`src/rtl/mul_pkg.sv`:
```
// Shared types and helpers for the sequential shift-and-add multiplier.
package mul_pkg;

  typedef enum logic [1:0] {
    IDLE,
    CALC,
    DONE
  } mul_state_t;

  function automatic int cnt_w(input int w);
    return $clog2(w);
  endfunction

endpackage

```
`src/rtl/seq_multiplier_twos_abs.sv`:
```
// Operand magnitude and sign extraction for signed/unsigned capture.
module twos_abs #(
  parameter int WIDTH = 4
) (
  input  logic [WIDTH-1:0] x,
  input  logic             is_signed,
  output logic [WIDTH-1:0] mag,
  output logic             sign
);

  // The most-negative value maps onto itself, which reads correctly as unsigned.
  assign sign = is_signed & x[WIDTH-1];
  assign mag  = sign ? (~x + WIDTH'(1)) : x;

endmodule

```
`src/rtl/seq_multiplier.sv`:
```
// Sequential shift-and-add multiplier, one clock per multiplier bit.
module seq_multiplier
  import mul_pkg::*;
#(
  parameter int WIDTH = 4
) (
  input  logic               clk,
  input  logic               rst_n,
  input  logic               start,
  input  logic               is_signed,
  input  logic [WIDTH-1:0]   a,
  input  logic [WIDTH-1:0]   b,
  output logic               busy,
  output logic               done,
  output logic [2*WIDTH-1:0] product
);

  localparam int CNT_W = cnt_w(WIDTH);

  mul_state_t         state;
  logic [WIDTH-1:0]   mcand;
  logic [WIDTH-1:0]   mplier;
  logic [2*WIDTH-1:0] acc;
  logic [CNT_W-1:0]   cnt;
  logic               neg;

  logic [WIDTH-1:0]   a_mag;
  logic [WIDTH-1:0]   b_mag;
  logic               a_neg;
  logic               b_neg;
  logic [WIDTH:0]     sum;
  logic [2*WIDTH-1:0] acc_nxt;

  twos_abs #(.WIDTH(WIDTH)) u_abs_a (
    .x         (a),
    .is_signed (is_signed),
    .mag       (a_mag),
    .sign      (a_neg)
  );

  twos_abs #(.WIDTH(WIDTH)) u_abs_b (
    .x         (b),
    .is_signed (is_signed),
    .mag       (b_mag),
    .sign      (b_neg)
  );

  // Carry out of the upper-half add becomes the new MSB after the shift.
  always_comb begin
    sum = {1'b0, acc[2*WIDTH-1:WIDTH]};
    if (mplier[0]) begin
      sum = sum + {1'b0, mcand};
    end
    acc_nxt = {sum, acc[WIDTH-1:1]};
  end

  always_ff @(posedge clk or negedge rst_n) begin
    if (!rst_n) begin
      state   <= IDLE;
      mcand   <= '0;
      mplier  <= '0;
      acc     <= '0;
      cnt     <= '0;
      neg     <= 1'b0;
      product <= '0;
    end else begin
      unique case (state)
        IDLE: begin
          if (start) begin
            mcand  <= a_mag;
            mplier <= b_mag;
            neg    <= a_neg ^ b_neg;
            acc    <= '0;
            cnt    <= CNT_W'(WIDTH - 1);
            state  <= CALC;
          end
        end
        CALC: begin
          acc    <= acc_nxt;
          mplier <= mplier >> 1;
          cnt    <= cnt - CNT_W'(1);
          if (cnt == '0) begin
            product <= neg ? -acc_nxt : acc_nxt;
            state   <= DONE;
          end
        end
        DONE: begin
          state <= IDLE;
        end
        default: begin
          state <= IDLE;
        end
      endcase
    end
  end

  assign busy = (state == CALC);
  assign done = (state == DONE);

endmodule

```
`config.mk`:
```
export PLATFORM = sky130hd
export DESIGN_NAME = seq_multiplier
export DESIGN_NICKNAME = d
export VERILOG_FILES = /design/src/rtl/mul_pkg.sv /design/src/rtl/seq_multiplier_twos_abs.sv /design/src/rtl/seq_multiplier.sv
export SDC_FILE = /design/constraint.sdc
export NUM_CORES = 1
export LEC_CHECK = 0
export CORE_MARGIN = 8
export CORE_UTILIZATION = 35
export DETAILED_ROUTE_END_ITERATION = 8
export PLACE_DENSITY = 0.57
export SLEW_MARGIN = 20
export SYNTH_ARGS = -nofsm -noshare
export SYNTH_HDL_FRONTEND = slang
export SYNTH_HIERARCHICAL = 1
export SYNTH_SLANG_ARGS = --single-unit
```
`constraint.sdc`:
```
create_clock -name clk -period 5.67 [get_ports clk]
set_input_delay 0.567 -clock clk [delete_from_list [all_inputs] [get_ports clk]]
set_output_delay 0.567 -clock clk [all_outputs]
set_load 0.05 [all_outputs]
```
==> metrics.cfg, run 1 <==
[outcome]
status = finished clean

[yosys]
yosysTopAreaCell = dfrtp_1
synth_area_per_cell_sq_um = 9.753
syn_inst = 166
yosysWarnings = 6
ys_top_cells_by_area = dfrtp_1 (43%), ha_1 (6.2%), o21ai_0 (5.3%), nand2_1 (4.9%), inv_1 (3.0%)
yosys-top-cells-count = dfrtp_1 (28), nand2_1 (21), o21ai_0 (17)
synth.top_cell.area_share_pct = 43.28
synth_most_common_cell = dfrtp_1
synth-async-reset-ratio_pct = 100.0
synth_fp_nets = 187
syn-cell-area_sq_um = 1619
seq_area_frac_synth_pct = 43.28
synth_cell_types = 40
synth_top_flop_cell = dfrtp_1
synth_edf_count = 0
ys_ff_latch = 28

[clock_network]
clk_pin_slew_ns = 0.10
postCtsSetupRepairBufs = 0
postCtsResizedCells = 0
cts_buffers = 3
cts_hold_buf = 0
htree_levels = 1
tritoncts = yes
root_buffer = clkbuf_8
worstSkewPairLatency_ns = 0.27
clock_sinks = 28
cts_max_path_buffers = 2

[placed_design]
place_congestion = 0.8848
dp_hpwl_microns = 2510
io_buffers = 21

[finish]
multi_input_area_sq_um = 817.0
nets = 207
area_growth_pct = 18.62
antenna_cells = 0
fillCellCount = 433
seqCellArea_sq_um = 700.7
drive_above_1_share_pct = 8.649

[timing]
finalSetupViolCount = 0
rsz0062_at_grt = no
timing.hold.ws_ns = 0.4822
max_slew_margin_pct = 54.67
finalSetupTns_ns = 0
hold_viol_final = 0
finalClockSkew_ns = 0.01464
maxSlewViolCount = 0
max_freq_mhz = 372.4
finalCriticalPeriod_ns = 2.685
final.period_utilization_pct = 47.36
tightest_slew_ns = 0.6785

[global_routing]
overflow = 0
track_usage_pct = 9.216
grt_pass1_vias = 1274
grt_max_degree = 29
grt_pass1_wl_microns = 5478
met3_usage_pct = 3.516
globalRoute.busiestLayer = met2
gr-usage-met1_pct = 10.51
use_met2_pct = 15.02
antenna_found_initial = 0

[detailed_routing]
wl_microns = 3124
vias = 1199
drtAntennaViolNets = 0
wl_per_cell_microns = 13.18
remaining_drc_errors = 0
drtIter0Drc = 41
viasPerCell = 5.059
drtPass1Iterations = 4

[critical_path]
worstPathMaxFanout = 9
r2r_slack_ns = 3.66
r2r_cells = 8
crit_required_ns = 5.10
criticalPathCategory = flip-flop to output pin
timing.rr.end = product[6]
endpoint_kind = output pin
r2r-start = acc[4]
cp_data_arrival_time_ns = 2.12
start_kind = flip-flop

[floorplanning]
ioPinCount = 22
core_sq_um = 4414
start_util_pct = 36.68
die_y_microns = 84.02
rows = 24
die_area_sq_um = 7059
die-width_microns = 84.02

[min_path]
hp-class = flip-flop to flip-flop
worstHoldEndpoint = product[2]
hold_start = product[2]
whs_path_depth = 2

[pwr]
peakVddDrop_mv = 0.2403
powerDensity_nw_per_um2 = 523.5
p_leak_nw = 0.8503

[job]
cap_violations = 0

## critical path, cell delays in order, from the launching register on
cell,delay (ns)
dfrtp_1,0.45
nand2b_1,0.29
inv_1,0.26
clkdlybuf4s50_1,0.85
## power by group
| group | total, mW | internal (mW) | switching, mW |
|---|---|---|---|
| logic | 0.502 | 0.201 | 0.301 |
| clock network | 0.153 | 0.0945 | 0.0589 |
| registers | 0.350 | 0.277 | 0.0725 |
## worst max-delay path by stage
stage                     startpoint     end  slack (ns)
final                       state[1]    busy        2.98
after global routing        state[1]    busy        2.88
after CTS                   state[1]    busy        2.97
after detailed placement    state[1]    busy        3.27
after global placement      state[1]    busy        3.29
after floorplan               acc[4]  acc[7]        3.84
## registers in the layout (all words and copies together), names as in the netlist
| signal | flops |
|---|---|
| product | 8 |
| acc | 7 |
| mcand | 4 |
| mplier | 4 |
| cnt | 2 |
| state | 2 |
| neg | 1 |
## through the flow
stage / worst slack, ns / area [sq um] / instances / power [mW] / util, %
after detailed placement: 3.273 / 1849 / 233 / 0.8629 / 41.89
after CTS: 2.965 / 1921 / 237 / 1.020 / 43.51
final: 2.985 / 1921 / 237 / 1.005 / 43.51
after global routing: 2.876 / 1921 / 237 / 1.094 / 43.51
after floorplan: 3.836 / 1619 / 166 / 0.7342 / -
after global placement: 3.294 / 1849 / 233 / 0.8512 / 41.89
## cell type report
class / count / area share (%)
multi-input cells: 118 / 42.54
flip-flops and latches: 28 / 36.48
repair buffers: 22 / 11.34
well taps: 52 / 3.388
inverters: 13 / 2.541
clock buffers: 3 / 2.150
clock inverters: 1 / 1.564
## per-layer routing
metal | vias to the layer above | share of wire, %
met5 | - | 0
met4 | 0 | 2.3
met3 | 4 | 4.7
met2 | 32 | 47
met1 | 557 | 46
li1 | 606 | -
## placed cells by master (no fill, tap or decap), drive strengths merged, types with 4 or more instances in the layout
master / instances
o21ai: 23
ha: 8
clkdlybuf4s50: 21
mux2: 4
nand2: 23
xor2: 5
and2: 4
inv: 13
a21oi: 7
xnor2: 5
dfrtp: 28
nor2b: 6
## logic make-up after synthesis
| kind of cell | Yosys count | share of synthesized area [%] |
|---|---|---|
| and+or+nand+nor | 48 | 16.31 |
| AOI/OAI and AO/OA | 44 | 16.69 |
| DFF | 28 | 43.28 |
| buffers and inverters | 20 | 6.259 |
| xor gates and xnor gates | 10 | 5.409 |
| adders and majority gates | 9 | 7.419 |
| muxes | 7 | 4.637 |
No activity file was read; power rests on OpenSTA's default activity.
==> run 2, diff against run 1 <==
Clock period 5.67 ns to 2.68 ns, I/O delays scaled along.
==> metrics.cfg, run 2 (synthesis gave the netlist of run 1 again) <==
[global_routing]
track_usage_pct = 9.386
antenna_found_initial = 0
grt_pass1_vias = 1295
grt_pass1_wl_microns = 5595
overflow = 0
grt_max_degree = 29

[finish]
fin_area_sq_um = 1904
fin_util_pct = 43.14
regMostFlops = product
top_regs = product x8, acc x7
layout_commonest_cell = dfrtp_1
stdcell_count = 237
largest_reg_flops = 8
antenna_cells = 0
nets = 207
area_growth_pct = 17.62
final_cell_mix = dfrtp_1 (28), nand2_1 (21), clkdlybuf4s50_1 (21), o21ai_0 (17), inv_1 (13)
drive_above_1_share_pct = 8.649

[critical_path]
cp_data_arrival_time_ns = 2.13
path_buf_inv = 2
cpPeakStageDelay_ns = 0.85
worstPathMaxFanout = 9
startpoint = state[1]
cp.depth = 3
crit_required_ns = 2.41
start_kind = flip-flop
criticalPathCategory = flip-flop to output pin
r2r-start = acc[4]
endpoint_kind = output pin
crit_path_top_delay_cell = clkdlybuf4s50_1
r2r_cells = 8
crit_family = buffers and inverters
cp_cell_sequence = nand2b_1 -> inv_1 -> clkdlybuf4s50_1

[timing]
finalCriticalPeriod_ns = 2.401
timing.hold.ws_ns = 0.3714
tightest_slew_ns = 0.7279
final.period_utilization_pct = 89.58
rsz0062_at_grt = no
maxSlewViolCount = 0
finalSetupTns_ns = 0
hold_viol_final = 0
setup_slack_ns = 0.2793
finalSetupViolCount = 0
max_slew_margin_pct = 51.37
max_freq_mhz = 416.5
finalClockSkew_ns = 0.005792

[clock_network]
worstSkewPairLatency_ns = 0.27
cts_max_path_buffers = 2
htree_levels = 1
tritoncts = yes
cts_buffers = 3
root_buffer = clkbuf_8
clk_pin_slew_ns = 0.09
postCtsSetupRepairBufs = 0
clock_sinks = 28
cts_hold_buf = 0
postCtsResizedCells = 0

[pwr]
powerDensity_nw_per_um2 = 1086
power.total_mw = 2.068
p_leak_nw = 0.8434
peakVddDrop_mv = 0.3702

[placed_design]
dp_hpwl_microns = 2589
dpl_cell_area_sq_um = 1849
placed_cells = 233
place_ws_ns = 0.5635
io_buffers = 21
place_congestion = 0.8376

[floorplanning]
core_sq_um = 4414
start_util_pct = 36.68
rows = 24
die_y_microns = 84.02
ioPinCount = 22
die_area_sq_um = 7059
die-width_microns = 84.02

[job]
cap_violations = 0

[detailed_routing]
drtPass1Iterations = 4
wl_microns = 3195
wl_per_cell_microns = 13.48
drtIter0Drc = 44
remaining_drc_errors = 0
drtAntennaViolNets = 0
vias = 1200
viasPerCell = 5.063

[outcome]
status = finished clean

[min_path]
hp-class = primary input to async pin

[run 2: changes by cell type in the layout (fill, tap and decap cells not counted), sizes merged]
cell and change:
bufinv -1, clkbuf +1
[run 2: path summary, 6_finish.rpt]
kind	end	slack (ns)
min	product[1]	0.37
max	busy	0.28
min reg2reg	product[7]	0.49
max reg2reg	product[7]	0.66
min in group clk	product[7]	0.49
max in group asynchronous	mcand[1]	2.05
[run 2: routing by layer]
layer / track usage, % / share of wire (%)
met1: 10.43 / 45
met2: 16.14 / 49
met3: 3.809 / 5.4
met4: 2.355 / 1.2
met5: 0 / 0
[run 2: power by group]
group,total [mW],switching (mW),internal [mW]
Clock,0.254,0.123,0.131
Sequential,0.742,0.155,0.587
Combinational,1.07,0.646,0.426
[run 2: cell type report]
| class | instances | area (sq um) |
|---|---|---|
| well taps | 52 | 65.06 |
| clock buffers | 4 | 55.05 |
| inverters | 13 | 48.80 |
| multi-input cells | 118 | 817.0 |
| fillers | 425 | 2510 |
| repair buffers | 22 | 217.7 |
| flip-flops and latches | 28 | 700.7 |
